`src/rtl/clk_period_monitor.sv`:
```
// Slow-clock period monitor: syncs ClkIn, measures rise-to-rise period, reports lock/stall.
// Ports: Clk, Rst (async active-low), ClkIn -> Tick, Period, PeriodValid, InRange, Locked, Stall, HighTime.
// Optional macro CLK_MON_HIGHTIME_EN builds the high-phase counter; otherwise HighTime is 0.
module clk_period_monitor #(
    parameter int          CNT_W   = 27,
    parameter int unsigned EXP_PER = 100000002,
    parameter int unsigned TOL     = 1000,
    parameter int unsigned LOCK_N  = 4,
    parameter int unsigned TIMEOUT = 120000000
) (
    input  logic             Clk,
    input  logic             Rst,
    input  logic             ClkIn,
    output logic             Tick,
    output logic [CNT_W-1:0] Period,
    output logic             PeriodValid,
    output logic             InRange,
    output logic             Locked,
    output logic             Stall,
    output logic [CNT_W-1:0] HighTime
);

    // Lower bound clamps at zero when the tolerance exceeds the target.
    localparam int unsigned      LO    = (EXP_PER > TOL) ? EXP_PER - TOL : 0;
    localparam int unsigned      HI    = EXP_PER + TOL;
    localparam logic [CNT_W-1:0] TO    = CNT_W'(TIMEOUT);
    localparam logic [3:0]       RUN_N = 4'(LOCK_N);

    typedef enum logic [1:0] {
        WAIT_FIRST,
        MEASURE,
        LOCKED,
        STALLED
    } state_t;

    state_t           state;
    state_t           state_nxt;
    logic             s1;
    logic             s2;
    logic             s3;
    logic             rise;
    logic [CNT_W-1:0] cnt;
    logic [CNT_W:0]   meas;
    logic             in_rng;
    logic             timeout;
    logic [3:0]       run;
    logic [3:0]       run_nxt;
    logic             upd;

    assign rise    = s2 & ~s3;
    // One extra bit so a saturated counter cannot wrap the measurement.
    assign meas    = {1'b0, cnt} + (CNT_W + 1)'(1);
    assign in_rng  = (32'(meas) >= LO) && (32'(meas) <= HI);
    assign timeout = (cnt == TO);
    assign Locked  = (state == LOCKED);
    assign Stall   = (state == STALLED);

    always_ff @(posedge Clk or negedge Rst) begin
        if (!Rst) begin
            s1 <= 1'b0;
            s2 <= 1'b0;
            s3 <= 1'b0;
        end else begin
            s1 <= ClkIn;
            s2 <= s1;
            s3 <= s2;
        end
    end

    always_ff @(posedge Clk or negedge Rst) begin
        if (!Rst) begin
            cnt <= '0;
        end else if (rise) begin
            cnt <= '0;
        end else if (cnt != '1) begin
            cnt <= cnt + CNT_W'(1);
        end
    end

    always_comb begin
        state_nxt = state;
        run_nxt   = run;
        upd       = 1'b0;
        unique case (state)
            WAIT_FIRST: begin
                if (rise) begin
                    state_nxt = MEASURE;
                end else if (timeout) begin
                    state_nxt = STALLED;
                end
            end
            MEASURE: begin
                if (rise) begin
                    upd = 1'b1;
                    if (in_rng) begin
                        if (run < RUN_N) begin
                            run_nxt = run + 4'd1;
                        end
                        if (run_nxt == RUN_N) begin
                            state_nxt = LOCKED;
                        end
                    end else begin
                        run_nxt = '0;
                    end
                end else if (timeout) begin
                    state_nxt = STALLED;
                    run_nxt   = '0;
                end
            end
            LOCKED: begin
                if (rise) begin
                    upd = 1'b1;
                    if (!in_rng) begin
                        state_nxt = MEASURE;
                        run_nxt   = '0;
                    end
                end else if (timeout) begin
                    state_nxt = STALLED;
                    run_nxt   = '0;
                end
            end
            STALLED: begin
                // The resuming edge only re-arms; it has no valid reference.
                if (rise) begin
                    state_nxt = MEASURE;
                end
            end
            default: state_nxt = WAIT_FIRST;
        endcase
    end

    always_ff @(posedge Clk or negedge Rst) begin
        if (!Rst) begin
            state <= WAIT_FIRST;
            run   <= '0;
        end else begin
            state <= state_nxt;
            run   <= run_nxt;
        end
    end

    always_ff @(posedge Clk or negedge Rst) begin
        if (!Rst) begin
            Tick        <= 1'b0;
            PeriodValid <= 1'b0;
            Period      <= '0;
            InRange     <= 1'b0;
        end else begin
            Tick        <= rise;
            PeriodValid <= upd;
            if (upd) begin
                Period  <= meas[CNT_W-1:0];
                InRange <= in_rng;
            end
        end
    end

`ifdef CLK_MON_HIGHTIME_EN
    logic             fall;
    logic [CNT_W-1:0] hcnt;
    logic [CNT_W-1:0] hpend;

    assign fall = ~s2 & s3;

    // High count is parked at the fall and published with the next period.
    always_ff @(posedge Clk or negedge Rst) begin
        if (!Rst) begin
            hcnt     <= '0;
            hpend    <= '0;
            HighTime <= '0;
        end else begin
            if (rise) begin
                hcnt <= CNT_W'(1);
            end else if (s2 && hcnt != '1) begin
                hcnt <= hcnt + CNT_W'(1);
            end
            if (fall) begin
                hpend <= hcnt;
            end
            if (upd) begin
                HighTime <= hpend;
            end
        end
    end
`else
    assign HighTime = '0;
`endif

endmodule

```
`config.mk`:
```
export PLATFORM = sky130hd
export DESIGN_NAME = clk_period_monitor
export DESIGN_NICKNAME = d
export VERILOG_FILES = /design/src/rtl/clk_period_monitor.sv
export SDC_FILE = /design/constraint.sdc
export NUM_CORES = 1
export LEC_CHECK = 0
export BUFFER_PORTS_ARGS = -buffer_cell sky130_fd_sc_hd__clkbuf_2
export CORE_MARGIN = 4
export CORE_UTILIZATION = 52
export DETAILED_ROUTE_END_ITERATION = 12
export PLACE_DENSITY = 0.88
export SETUP_SLACK_MARGIN = 0.02
export SYNTH_ARGS = -nofsm -noshare
export SYNTH_HDL_FRONTEND = slang
export SYNTH_SLANG_ARGS = --single-unit
```
`constraint.sdc`:
```
create_clock -name Clk -period 2.5 [get_ports Clk]
set_input_delay 0.75 -clock Clk [delete_from_list [all_inputs] [get_ports Clk]]
set_output_delay 0.75 -clock Clk [all_outputs]
set_load 0.005 [all_outputs]
```
# [Yosys cells after proc, flatten, opt, wreduce, memory -nomap -nowiden]
# Index checks and enable logic that the tools add are counted.
[classes] addsub=3 order_cmp=3 n_eq_ne=10 n_mux=23 bitwise_logic=2 n_reduce_logical=7
[ops] operator="$mux 27" count=2
[ops] operator="$mux 4" count=9
[ops] operator="$add 27x1->28 const B" count=1
[ops] operator="$ge 28x27->1 const B" count=1
[ops] operator="$le 28x27->1 const B" count=1
[ops] operator="$add 27x1->27 const B" count=1
[ops] operator="$eq 27x27->1 const B" count=1
[ops] operator="$ne 27x27->1 const B" count=1
[ops] operator="$mux 2" count=8
[ops] operator="$ne 3x3->1 const B" count=3
[ops] operator="$pmux 2 s4" count=1
[ops] operator="$pmux 4 s2" count=1
[ops] operator="$add 4x1->4 const B" count=1
[ops] operator="$eq 2x2->1 const B" count=2
[ops] operator="$eq 4x3->1 const B" count=1
[ops] operator="$lt 4x3->1 const B" count=1
[ops] operator="$reduce_and 4->1" count=1
[ops] operator="$reduce_bool 2->1" count=2
[ops] operator="$eq 2x1->1 const B" count=1
[ops] operator="$logic_not 2->1" count=1
[ops] operator="$mux 1" count=2
[ops] operator="$ne 2x1->1 const B" count=1
[ops] operator="$reduce_and 2->1" count=1
[ops] operator="$reduce_or 2->1" count=1
[ops] operator="other kinds (3)" count=3
[totals] reg_bits=66 input_bits=3 output_inout_bits=59 elab_cells=58

# [Depth between registers and ports, before layout]
[logic_depth] word_depth=11 mapped_depth=11 mapped_depth_nobuf=11

# [Worst setup path after synthesis]
# No wires, ideal clock.
[synth_timing] path_type="reg2reg" start="reg cnt[0]" end="reg state[0]" setup_ps=66 arrival_time_ps=2703 t_required_ps=2434 slack_ps=-269 path_stages_with_launch=12 n_path_buf=1 period_less_slack_ps=2769 cell_sequence="dfrtp_1 -> ha_1 -> buf_2 -> and3_1 -> xnor2_1 -> o31a_1 -> o2111ai_1 -> a31oi_1 -> a21oi_2 -> or4_1 -> a31oi_1 -> and3_1"
[synth_between] elab_chain_cells=5 elab_cells_between_ends=13 classes_between="1 x add/sub; 2 x order compare; 3 x eq/ne; 5 x mux; 2 x reduce/logical"
[synth_rtl] item="from (decl)" line_no="42" rtl="logic [CNT_W-1:0] cnt;"
[synth_rtl] item="from (signal assigned)" line_no="76" rtl="cnt <= cnt + CNT_W'(1);"
[synth_rtl] item="$add 27x1->28" line_no="52" rtl="assign meas = {1'b0, cnt} + (CNT_W + 1)'(1);"
[synth_rtl] item="$ge 28x27->1 or $le 28x27->1 (tied branches)" line_no="53" rtl="assign in_rng = (32'(meas) >= LO) && (32'(meas) <= HI);"
[synth_rtl] item="$logic_and 1x1->1" line_no="53"
[synth_rtl] item="$ne 3x3->1 (no source line)"
[synth_rtl] item="$reduce_and 4->1 (no source line)"
[synth_rtl] item="to (signal assigned)" line_no="137" rtl="state <= state_nxt;"
[synth_rtl] item="to (decl)" line_no="36" rtl="state_t state;"
# Parallel ways exist; a longest one is shown, timed or not.
# A chain may end at the register's enable or synchronous reset.

# [Final worst setup path]
# Ends and elaborated chain as after synthesis.

==> metrics.cfg <==
[run_status]
status=finished, violations left
violations=negative setup slack

[finish]
syn_to_final_growth_pct=31.71
antenna_cells=0
final_cell_mix=86 x buf_4, 59 x dfrtp_1, 44 x nand2_1
n_fill_cell=555
mostFrequentLayoutCell=buf_4
final-instance-count-excl-fill=642
finalNetCount=548
final_layout_size_suffix_gt1_frac=0.3628
seq_area_um2=1660
multi_input_area_um2=2228

[global_routing]
grt.met2_usage=0.3917
grt.busiest_layer=met2
grtUsageMet3=0.05418
grt_pass1_vias=3539
grt_pass1_wl_um=17460
grt_overflow=0
grt_usage=0.2525
grt_max_degree=67
grt_use_met1=0.3423
antenna_found_initial=0

[yosys]
synth_edf_count=0
synth_top_area_share=0.4198
synthCells=430
syn_area_per_cell_um2=9.148
syn_area_um2=3934
synthArstFlopShare=1.000
ys_types=64
synthFlopType=dfrtp_1
yosysSeqAreaShare=0.4198
synth-seq-cells=66
yosys.area.top_type=dfrtp_1
synthTopCellsByArea=dfrtp_1 42%, buf_4 5.7%, nand2_1 4.4%
yosys_warnings=0

[floorplanning]
die_w_um=94.98
core_region_area_um2=7292
initial_utilization=0.5395
die_h_um=94.98
num_rows=31
io_pins=62
die_area_um2=9020

[timing]
setup_tns_ns=-1.071
setup_ws_ns=-0.2253
slew_viol_final=0
finalCriticalPeriod_ns=2.725
rsz0062_at_grt=yes
fin_worst_skew_ns=0.01359
worst_pin_slew_ns=0.5981
hold_viol=0
max_freq_mhz=366.9
setup_viol=7
slew_headroom=0.6013
period_share=1.090

[worst_setup_path]
cp_slowest_cell=or4_1
cp_cell_sequence=ha_4, nand3_4, nor3_1, o221ai_2, buf_4, nor4_2, a21oi_2, or4_1, a31oi_1, and3_1
cp-start-kind=register
cp_max_fo=6
end_kind=register
critical_path_class=register to register
cpPeakStageDelay_ns=0.52
arrival_ns=3.00
crit_required_ns=2.78

[route]
wirelength_um=10640
drt-wirelength-per-cell_um=16.57
drtPass1Iterations=6
drt_iter0_drc=348
drc=0
drt-vias-per-instance=5.576
drt.antenna.violating_nets=0
via_count=3580

[pwr]
peakVddDrop_mv=0.5140
p_per_area_nw_per_um2=613.2
p_leak_nw=2.384

[cts]
clockRootBuffer=clkbuf_8
cts_buffers=9
path_clk_slew_ns=0.07
ctsHtreeMaxLevel=3
clk_latency_ns=0.35
cts_tree=done
clkSinkCount=66
clk_path_buf_depth=2

[placed_design]
dp_hpwl_um=7335
port_buffers=34
dp_cells=620
gp_congestion=0.9305

[min_path]
hold_class=register to register

[run]
maxCapViolCount=0

==> cells in the mapped netlist (2+ instances only) <==
library cell  count
dfrtp_1          66
nand2_1          46
a21oi_1          32
o21ai_0          32
buf_4            30
nor2_1           28
nand3_1          19
xnor2_1          15
clkbuf_1         14
inv_1            13
nor3_1           12
nand4_1          10
and3_1            9
xor2_1            9
ha_1              7
nor4_1            6
a31oi_1           5
nand2b_1          5
nor2b_1           5
nor4_2            4
a211oi_1          3
buf_2             3
buf_6             3
o211ai_1          3
o31ai_1           3
a21oi_2           2
and2_1            2
and4_1            2
nand3_2           2
nand3_4           2
nor2_2            2
nor4b_1           2
o221ai_1          2
or4_1             2
==> flip-flops by register name (all words and copies together) (netlist names) <==
signal	flops
Period	27
s1	1
s2	1
s3	1
InRange	1
cnt	27
state	2
run	4
PeriodValid	1
Tick	1
==> where the power goes <==
part           switching (W)  internal, W
clock network       0.000417     0.000718
registers          0.0000829      0.00115
logic               0.000452     0.000359
==> final timing paths <==
path | from | endpoint | slack, ns | cells past startpoint
max reg2reg | cnt[0] | state[0] | -0.23 | 10
max | cnt[0] | state[0] | -0.23 | 10
max in group asynchronous | Rst | cnt[0] | 1.79 | 2
min | s1 | s2 | 0.36 | 0
min reg2reg | s1 | s2 | 0.36 | 0
min in group asynchronous | Rst | Period[11] | 0.41 | 2
==> logic make-up (layout without fill, tap and decap cells) <==
kind of cell	Yosys count	in the layout	share of synthesized area
buf+inv	65	152	0.09987
compound gates	92	92	0.1425
flops	66	66	0.4198
other cells	1	27	0.0009533
simple gates	173	173	0.2545
fa+ha+maj	7	7	0.02226
mux	1	1	0.002545
xor+xnor	25	25	0.05757
==> layer usage <==
| layer | vias up | part of all wire |
|---|---|---|
| met4 | 0 | 0.021 |
| met5 | - | 0 |
| met2 | 164 | 0.49 |
| met3 | 19 | 0.068 |
| li1 | 1662 | - |
| met1 | 1735 | 0.42 |
==> what timing repair did <==
item | CTS | global route
hold endpoints to repair | 0 | 0
gates cloned | 0 | 0
gates resized for setup | 24 | 11
hold buffers | 0 | 0
setup endpoints to repair | 7 | 7
buffers inserted | 5 | 1
pin swaps | 19 | 3
==> critical path, delay by kind of cell (launching register included) <==
| kind | cells | cell delay (ns) |
|---|---|---|
| AO/OA/AOI/OAI | 3 | 0.47 |
| adder cells (fa/ha/maj) | 1 | 0.21 |
| buffers and inverters | 1 | 0.17 |
| flip-flops | 1 | 0.42 |
| AND/OR/NAND/NOR | 5 | 1.39 |
==> cell type report <==
type,instances,area share
clock inverters,4,0.01884
well taps,99,0.02391
repair buffers,123,0.1674
clock buffers,12,0.02994
flip-flops and latches,66,0.3205
inverters,13,0.009418
multi-input cells,325,0.4301
==> metrics by stage <==
step	power, W	instance area, um^2	utilization	hold slack (ns)	setup WS, ns
floorplan	0.001683	4096	-	0.3312	-0.009725
global placement	0.001957	4691	0.6433	0.3355	-0.1657
detailed placement	0.001991	4691	0.6433	0.3470	-0.2398
CTS	0.003179	5114	0.7013	0.3636	-0.1890
global route	0.003341	5181	0.7105	0.3703	-0.3472
finish	0.003177	5181	0.7105	0.3597	-0.2253
No activity file was read; power rests on OpenSTA's default activity.
